[config.mk]
export PLATFORM = sky130hd
export DESIGN_NAME = uart_tx_fifo_flat
export DESIGN_NICKNAME = d
export VERILOG_FILES = /design/src/rtl/uart_tx_fifo_if.sv /design/src/rtl/uart_tx_fifo.sv /design/src/flat_wrapper.sv
export SDC_FILE = /design/constraint.sdc
export NUM_CORES = 1
export LEC_CHECK = 0
export ABC_AREA = 1
export BUFFER_PORTS_ARGS = -buffer_cell sky130_fd_sc_hd__buf_2
export CORE_UTILIZATION = 50
export CTS_BUF_LIST = sky130_fd_sc_hd__clkbuf_4
export DETAILED_ROUTE_END_ITERATION = 6
export HOLD_SLACK_MARGIN = 0.08
export MAX_ROUTING_LAYER = met4
export PLACE_DENSITY_LB_ADDON = 0.12
export SYNTH_ARGS = -nofsm -noshare
export SYNTH_HDL_FRONTEND = slang
export SYNTH_SLANG_ARGS = --single-unit
[constraint.sdc]
create_clock -name clk -period 5.8 [get_ports clk]
set_input_delay 0.87 -clock clk [delete_from_list [all_inputs] [get_ports clk]]
set_output_delay 0.87 -clock clk [all_outputs]
set_load 0.1 [all_outputs]
[src/rtl/uart_tx_fifo_if.sv]
// Byte-push and status interface for the buffered UART transmitter.
// The master side pushes bytes and watches status. The slave side is the transmitter itself.
interface uart_tx_fifo_if #(
  parameter int unsigned PTR_W = 4
);
  logic [7:0]     tx_data;
  logic           tx_wen;
  logic           tx;
  logic           busy;
  logic           fifo_full;
  logic [PTR_W:0] fifo_count;
  logic           overflow;

  modport master (
    output tx_data,
    output tx_wen,
    input  tx,
    input  busy,
    input  fifo_full,
    input  fifo_count,
    input  overflow
  );

  modport slave (
    input  tx_data,
    input  tx_wen,
    output tx,
    output busy,
    output fifo_full,
    output fifo_count,
    output overflow
  );
endinterface

[src/rtl/uart_tx_fifo.sv]
// Buffered 8N1 UART transmitter (LSB first) fed by a byte FIFO.
// Build option: define UART_TX_PARITY_EN to insert an even-parity bit between data and stop
// (frames become 11 bit periods long). Without it, frames are 10 bit periods long.
module uart_tx_fifo #(
  parameter int unsigned CLKS_PER_BIT = 434,
  parameter int unsigned FIFO_DEPTH   = 16,
  parameter int unsigned PTR_W        = 4
) (
  input  logic          clk,
  input  logic          rst_n,
  uart_tx_fifo_if.slave bus
);

  localparam int unsigned    BaudW    = $clog2(CLKS_PER_BIT);
  localparam logic [BaudW-1:0] BaudLast = BaudW'(CLKS_PER_BIT - 1);
  localparam logic [PTR_W:0] DepthCnt = (PTR_W + 1)'(FIFO_DEPTH);

  typedef enum logic [2:0] {
    StIdle,
    StStart,
    StData,
`ifdef UART_TX_PARITY_EN
    StParity,
`endif
    StStop
  } state_e;

  // FIFO storage and bookkeeping
  logic [7:0]       mem_q [FIFO_DEPTH];
  logic [PTR_W-1:0] wr_ptr_q;
  logic [PTR_W-1:0] rd_ptr_q;
  logic [PTR_W:0]   count_q;
  logic [PTR_W:0]   count_d;
  logic             overflow_q;
  logic [7:0]       head;
  logic             push;
  logic             pop;

  // Serialiser state
  state_e           state_q;
  logic [BaudW-1:0] baud_q;
  logic [2:0]       bit_q;
  logic [7:0]       shift_q;
  logic             tx_q;
  logic             busy_q;
  logic             busy_d;
  logic             baud_zero;
  logic             at_frame_edge;
`ifdef UART_TX_PARITY_EN
  logic             parity_q;
`endif

  // Pop/push decisions and next count. A pop frees a slot the same cycle, so a push while
  // full is still accepted when it coincides with a pop.
  always_comb begin
    head          = mem_q[rd_ptr_q];
    baud_zero     = (baud_q == '0);
    at_frame_edge = (state_q == StIdle) || ((state_q == StStop) && baud_zero);
    pop           = (count_q != '0) && at_frame_edge;
    push          = bus.tx_wen && ((count_q != DepthCnt) || pop);
    count_d       = count_q;
    if (push && !pop) begin
      count_d = count_q + 1'b1;
    end else if (pop && !push) begin
      count_d = count_q - 1'b1;
    end
    // Next state is idle only when sitting at a frame edge with nothing to pop.
    busy_d = !(at_frame_edge && !pop) || (count_d != '0);
  end

  // FIFO pointers, count and sticky overflow flag
  always_ff @(posedge clk or negedge rst_n) begin
    if (!rst_n) begin
      wr_ptr_q   <= '0;
      rd_ptr_q   <= '0;
      count_q    <= '0;
      overflow_q <= 1'b0;
    end else begin
      if (push) begin
        wr_ptr_q <= wr_ptr_q + 1'b1;
      end
      if (pop) begin
        rd_ptr_q <= rd_ptr_q + 1'b1;
      end
      count_q <= count_d;
      if (bus.tx_wen && !push) begin
        overflow_q <= 1'b1;
      end
    end
  end

  // FIFO storage. A same-cycle write to the slot being popped is safe because the
  // pop reads the old contents.
  always_ff @(posedge clk) begin
    if (push) begin
      mem_q[wr_ptr_q] <= bus.tx_data;
    end
  end

  // Frame sequencer with registered tx and busy
  always_ff @(posedge clk or negedge rst_n) begin
    if (!rst_n) begin
      state_q  <= StIdle;
      baud_q   <= '0;
      bit_q    <= '0;
      shift_q  <= '0;
      tx_q     <= 1'b1;
      busy_q   <= 1'b0;
`ifdef UART_TX_PARITY_EN
      parity_q <= 1'b0;
`endif
    end else begin
      busy_q <= busy_d;
      unique case (state_q)
        StIdle: begin
          tx_q <= 1'b1;
          if (pop) begin
            shift_q  <= head;
`ifdef UART_TX_PARITY_EN
            parity_q <= ^head;
`endif
            tx_q     <= 1'b0;
            baud_q   <= BaudLast;
            state_q  <= StStart;
          end
        end

        StStart: begin
          if (baud_zero) begin
            tx_q    <= shift_q[0];
            bit_q   <= '0;
            baud_q  <= BaudLast;
            state_q <= StData;
          end else begin
            baud_q <= baud_q - 1'b1;
          end
        end

        StData: begin
          if (baud_zero) begin
            baud_q <= BaudLast;
            if (bit_q == 3'd7) begin
`ifdef UART_TX_PARITY_EN
              tx_q    <= parity_q;
              state_q <= StParity;
`else
              tx_q    <= 1'b1;
              state_q <= StStop;
`endif
            end else begin
              shift_q <= {1'b0, shift_q[7:1]};
              tx_q    <= shift_q[1];
              bit_q   <= bit_q + 1'b1;
            end
          end else begin
            baud_q <= baud_q - 1'b1;
          end
        end

`ifdef UART_TX_PARITY_EN
        StParity: begin
          if (baud_zero) begin
            tx_q    <= 1'b1;
            baud_q  <= BaudLast;
            state_q <= StStop;
          end else begin
            baud_q <= baud_q - 1'b1;
          end
        end
`endif

        StStop: begin
          if (baud_zero) begin
            // Chain straight into the next start bit when more data is queued.
            if (pop) begin
              shift_q  <= head;
`ifdef UART_TX_PARITY_EN
              parity_q <= ^head;
`endif
              tx_q     <= 1'b0;
              baud_q   <= BaudLast;
              state_q  <= StStart;
            end else begin
              state_q <= StIdle;
            end
          end else begin
            baud_q <= baud_q - 1'b1;
          end
        end

        default: begin
          tx_q    <= 1'b1;
          state_q <= StIdle;
        end
      endcase
    end
  end

  assign bus.tx         = tx_q;
  assign bus.busy       = busy_q;
  assign bus.fifo_full  = (count_q == DepthCnt);
  assign bus.fifo_count = count_q;
  assign bus.overflow   = overflow_q;

endmodule

[src/flat_wrapper.sv]
// flat-port wrapper written by rule: the top's interface ports become plain ports
module uart_tx_fifo_flat 
#(
  parameter int unsigned CLKS_PER_BIT = 434,
  parameter int unsigned FIFO_DEPTH   = 16,
  parameter int unsigned PTR_W        = 4
)
  (clk, rst_n, bus_tx_data, bus_tx_wen, bus_tx, bus_busy, bus_fifo_full, bus_fifo_count, bus_overflow);
  uart_tx_fifo_if #(.PTR_W(PTR_W)) bus_i ();
  input  logic clk;
  input  logic rst_n;
  input wire logic [$bits(bus_i.tx_data)-1:0] bus_tx_data;
  input wire logic [$bits(bus_i.tx_wen)-1:0] bus_tx_wen;
  output wire logic [$bits(bus_i.tx)-1:0] bus_tx;
  output wire logic [$bits(bus_i.busy)-1:0] bus_busy;
  output wire logic [$bits(bus_i.fifo_full)-1:0] bus_fifo_full;
  output wire logic [$bits(bus_i.fifo_count)-1:0] bus_fifo_count;
  output wire logic [$bits(bus_i.overflow)-1:0] bus_overflow;
  assign bus_i.tx_data = bus_tx_data;
  assign bus_i.tx_wen = bus_tx_wen;
  assign bus_tx = bus_i.tx;
  assign bus_busy = bus_i.busy;
  assign bus_fifo_full = bus_i.fifo_full;
  assign bus_fifo_count = bus_i.fifo_count;
  assign bus_overflow = bus_i.overflow;
  uart_tx_fifo #(.CLKS_PER_BIT(CLKS_PER_BIT), .FIFO_DEPTH(FIFO_DEPTH), .PTR_W(PTR_W)) u_core (.clk(clk), .rst_n(rst_n), .bus(bus_i));
endmodule
After elaboration in Yosys (flattened, before gate mapping)
Memories as Yosys holds them, arrays and structs flattened.
Index checks and enable logic that the tools add are counted.
Widths: inputs -> output; s select.
Cells by class
  $add $sub $neg: 6
  eq/ne operators: 13
  mux-type cells: 31
  reductions and logical operators: 25
Operator list (number)
  $mux 8: 4
  $mux 9: 3
  $pmux 9 s3: 1
  $mux 3: 8
  $pmux 8 s3: 1
  $ne 2x1->1 const B: 6
  $pmux 3 s4: 1
  $reduce_and 4->1: 3
  $mux 5: 2
  $reduce_bool 5->1: 2
  $logic_not 9->1: 1
  $mux 1: 9
  $sub 9x1->9 const B: 1
  $add 4x1->4 const B: 2
  $logic_and 1x1->1: 7
  $eq 3x2->1 const B: 2
  $pmux 3 s2: 1
  $reduce_bool 3->1: 2
  $add 5x1->5 const B: 1
  $eq 5x5->1 const B: 1
  $ne 5x5->1 const B: 1
  $reduce_and 5->1: 1
  $sub 5x1->5 const B: 1
  $pmux 1 s4: 1
  9 further kinds: 13
Storage, ports and cells
  register bits after elaboration: 39
  bits in writable memories: 128
  output and inout bits: 9
  word-level logic and storage cells: 86
  memories: 1
Memories
  u_core.mem_q: depth 16, bits a word 8, rd ports 1, clocked after Yosys merged registers in 0, wr ports 1, line uart_tx_fifo.sv:29  | logic [7:0] mem_q [FIFO_DEPTH];

Depth between registers and ports, before layout
  depth after elaboration: 12
  depth in mapped cells: 14

Least setup slack after synthesis
No wires, ideal clock.
  path type: reg-to-output
  from: reg u_core.count_q[0], in the netlist u_core.bus.fifo_count[0]
  to: out bus_fifo_full
  data arrival time: 2164 ps
  slack: 2766 ps
  stages on the path, launching flop included: 5
  cell sequence: dfrtp_1 inv_1 ha_1 nand2_1 nor2_2
On the way
  cells in the longest elaborated chain, start to end: 1
Ends and longest elaborated chain
  start: declaration: line uart_tx_fifo.sv:32  | logic [PTR_W:0] count_q;
  start signal: assignment: line uart_tx_fifo.sv:85  | count_q <= count_d;
  $eq 5x5->1: line uart_tx_fifo.sv:201  | assign bus.fifo_full = (count_q == DepthCnt);
  end: declaration: line flat_wrapper.sv:16  | output wire logic [$bits(bus_i.fifo_full)-1:0] bus_fifo_full;
No other way between the ends.

Worst setup path in the final report
Same ends and word-level chain as after synthesis.

==> key figures <==
Critical path
  – Critical path class: register to output pin
  – Reg2reg end: u_core.mem_q[14][3]$_DFFE_PP_
  – R2r setup slk: 3.08 ns
  – Worst R2R Start: u_core.baud_q[1]$_DFFE_PN0P_
  – Critical path required time: 4.93 ns
  – CP max-delay cell: buf_2
  – Max FO, Critical Path: 5
  – Critical Path Start Type: register
  – CP Data Arrival Time: 2.06 ns
  – Crit-path cells: inv_1 > ha_1 > nand2_1 > nor2_2 > buf_2
  – R2r worst-path depth: 12
  – CP endpoint kind: output pin
  – Instance count on the critical path: 5
  – Worst Path Buf+Inv: 2
  – Top cell family by delay on the critical path: buffers and inverters
  – Crit path largest cell delay: 0.48 ns

Synth
  – Post-Syn Nets: 702
  – Synth Area in Simple Gates: 14.8%
  – Synth Area in XOR/XNOR: 1.52%
  – Area of the mapped netlist: 0.00751 mm^2
  – Top-area cell type share of the netlist area: 51.2%
  – Mean Syn Cell Area: 11.1 um^2
  – Yosys warnings: 0
  – Number of unique standard cell types used by synthesis: 44
  – Compound-Gate Fraction of Synth Area: 12.4%
  – Most frequent cell after synthesis: edfxtp_1
  – Largest family of logic cells by synthesized area: simple AND/OR/NAND/NOR gates
  – Top post-synthesis cells by area: edfxtp_1 51%, dfrtp_1 12%, o21ai_0 5.6%
  – Synth area leader: edfxtp_1
  – Yosys reg bits: 166
  – Adder-cell share of the synthesized area: under 10%
  – Post-synth EDFFs: 128
  – Mux contribution to synthesized area: 0%
  – Post-synthesis cell count: 674
  – Asr flop ratio synth: ~23%
  – Synth Flop Type: edfxtp_1
  – Post-synthesis sequential area ratio: 63.9%
  – Top cells by count, synth: 128 x edfxtp_1, 106 x nor2_1, 84 x o21ai_0

Flow run
  – Maxcap violations: 0

Route
  – Drt wl/cell: 19.3 um
  – Drt first pass iters: 7
  – Routed wire length: approximately 17 mm
  – Post-route ant nets: 0
  – Via count: 5037
  – Drt first-iter violations: 579
  – Routed vias/inst: about 5.7
  – DRC errors left: 0

Timing
  – Clock Skews: 0.0293 ns
  – Final worst path period need: 2.93 ns
  – Final hold vios: 0
  – Fin Setup TNS: 0 ns
  – Fin crit share: 50.6%
  – Slew @ Worst Pin: 1.02 ns
  – Final setup viols: 0
  – Max-slew headroom: 31.8%
  – Final Max Tran Viols: 0
  – Max Freq: 341 MHz
  – Hold WS: roughly 0.44 ns
  – RSZ-0062 raised after global routing: no

CTS
  – Postcts setup bufs: 0
  – TritonCTS clock tree: built
  – Hold_buf cts: 0
  – Clock root buffer: clkbuf_4
  – Clk_lat worst skew: approximately 0.56 ns
  – CTS resizes: 0
  – TritonCTS Buffers: 17
  – Sink Count: 166
  – CTS H-Tree Depth: 4
  – Worst-path clk slew: 0.14 ns
  – Clock Path Buffers: 2

Global routing
  – Overall global routing resource usage: between 20% and 30%
  – Largest net degree at the start of global routing: 72
  – Total grt overflow: 0
  – Vias in the first global route: 4890
  – Antenna violations before repair: 0
  – First-pass GRT wire length: 27.4 mm

Floorplanning
  – Die ar.: about 0.016 mm^2
  – Initial Util: 51.5%
  – Row count: 44
  – Die Span X: 125 um
  – Core area: 0.0146 mm^2
  – DIE HEIGHT: 125 um
  – IO Count: 20

Hold path
  – Worst hold path type: input pin to async pin

Placed design
  – Detailed Place HPWL: 10.9 mm
  – Placer Congestion: approximately 0.86
  – IO Port Bufs: 19

Power
  – Pwr Density: 323 mW/mm^2
  – VDD IR max: 0.269 mV
  – Leak: 2.96 nW

Cells and area
  – Proportion of layout cells with a drive suffix above 1: 14.5%
  – Layout area overhead: 6.23%
  – # diodes: 0
  – Fill cells: 1241
  – # nets final: 713

Run status
  – Status: complete, no violations
==> worst max path at each step <==
stage	end	from	slack, ns
after floorplan	bus_fifo_full	u_core.bus.fifo_count[0]$_DFF_PN0_	2.77
after global placement	u_core.mem_q[8][1]$_DFFE_PP_	u_core.baud_q[1]$_DFFE_PN0P_	3.16
after detailed placement	u_core.mem_q[8][1]$_DFFE_PP_	u_core.baud_q[1]$_DFFE_PN0P_	3.08
after CTS	bus_fifo_full	u_core.bus.fifo_count[0]$_DFF_PN0_	2.80
after global routing	bus_fifo_full	u_core.bus.fifo_count[0]$_DFF_PN0_	2.73
final	bus_fifo_full	u_core.bus.fifo_count[0]$_DFF_PN0_	2.87
==> worst register-to-register path: stages (launching register included) <==
cell     delay [ns]
dfrtp_1        0.40
inv_1          0.13
ha_1           0.20
nand2_2        0.07
nor2_4         0.17
nand3_4        0.10
nand2_4        0.09
nand2_2        0.19
nand2_4        0.13
nand2_4        0.08
inv_4          0.10
nand2_2        0.10
nor2_1         0.58
==> layer usage <==
| layer | vias to the layer above | wire, um | track usage [%] |
|---|---|---|---|
| met2 | 155 | 7620 | 32.9 |
| li1 | 2385 | - | - |
| met1 | 2474 | 8030 | 35.8 |
| met5 | - | 0 | - |
| met4 | 0 | 264 | 7.94 |
| met3 | 23 | 1130 | 4.94 |
==> metrics by stage <==
stage | worst slack, ns | cell area, um^2 | power [mW] | util [%] | std cells
finish | 2.87 | 7980 | 2.58 | 54.7 | 882
global route | 2.73 | 7980 | 2.69 | 54.7 | 882
global placement | 3.16 | 7720 | 1.94 | 52.9 | 850
floorplan | 2.77 | 7510 | 1.83 | - | 674
detailed placement | 3.08 | 7720 | 1.95 | 52.9 | 850
CTS | 2.80 | 7980 | 2.59 | 54.7 | 882
==> cell families (layout without fill, tap and decap cells) <==
| logic type | Yosys count | in the layout |
|---|---|---|
| and+or+nand+nor | 238 | 238 |
| DFF | 166 | 166 |
| AOI/OAI and AO/OA | 155 | 155 |
| buffers and inverters | 85 | 109 |
| adders and majority gates | 17 | 17 |
| xor gates and xnor gates | 13 | 13 |
==> state kept, by name, indices dropped and copies added (netlist names) <==
name	cells
u_core.wr_ptr_q	4
u_core.bus.busy	1
u_core.mem_q	128
u_core.shift_q	8
u_core.bit_q	3
u_core.bus.fifo_count	5
u_core.baud_q	9
u_core.bus.overflow	1
u_core.rd_ptr_q	4
u_core.state_q	2
u_core.bus.tx	1
==> cell usage in the layout (no fill, tap or decap), types with 3 or more instances in the layout <==
| master | count |
|---|---|
| edfxtp_1 | 128 |
| nor2_1 | 106 |
| o21ai_0 | 84 |
| nand2_1 | 58 |
| inv_1 | 41 |
| nand3_1 | 38 |
| dfrtp_1 | 36 |
| o211ai_1 | 28 |
| clkbuf_4 | 20 |
| buf_2 | 19 |
| ha_1 | 17 |
| nand2_2 | 14 |
| inv_2 | 13 |
| xor2_1 | 12 |
| a21oi_1 | 12 |
| o22ai_1 | 7 |
| o221ai_1 | 7 |
| clkinv_2 | 6 |
| nand2_4 | 5 |
| nor2_2 | 4 |
| nand4_1 | 3 |
| o21ai_1 | 3 |
| clkinv_1 | 3 |
==> power breakdown <==
group	switching [mW]	internal, mW	leakage, nW
Sequential	0.0577	1.40	1.61
Clock	0.392	0.264	0.158
Combinational	0.358	0.106	1.18
Total	0.808	1.77	2.96
==> area by class of cell <==
type                    count  area (um^2)  share of cell area [%]
flip-flops and latches    166         4800                    60.1
well taps                 184          230                    2.89
clock inverters            12          111                    1.40
multi-input cells         423         2360                    29.6
repair buffers             21          110                    1.38
clock buffers              20          150                    1.88
inverters                  56          214                    2.68
Note: power is estimated with default switching activity, not from simulation.
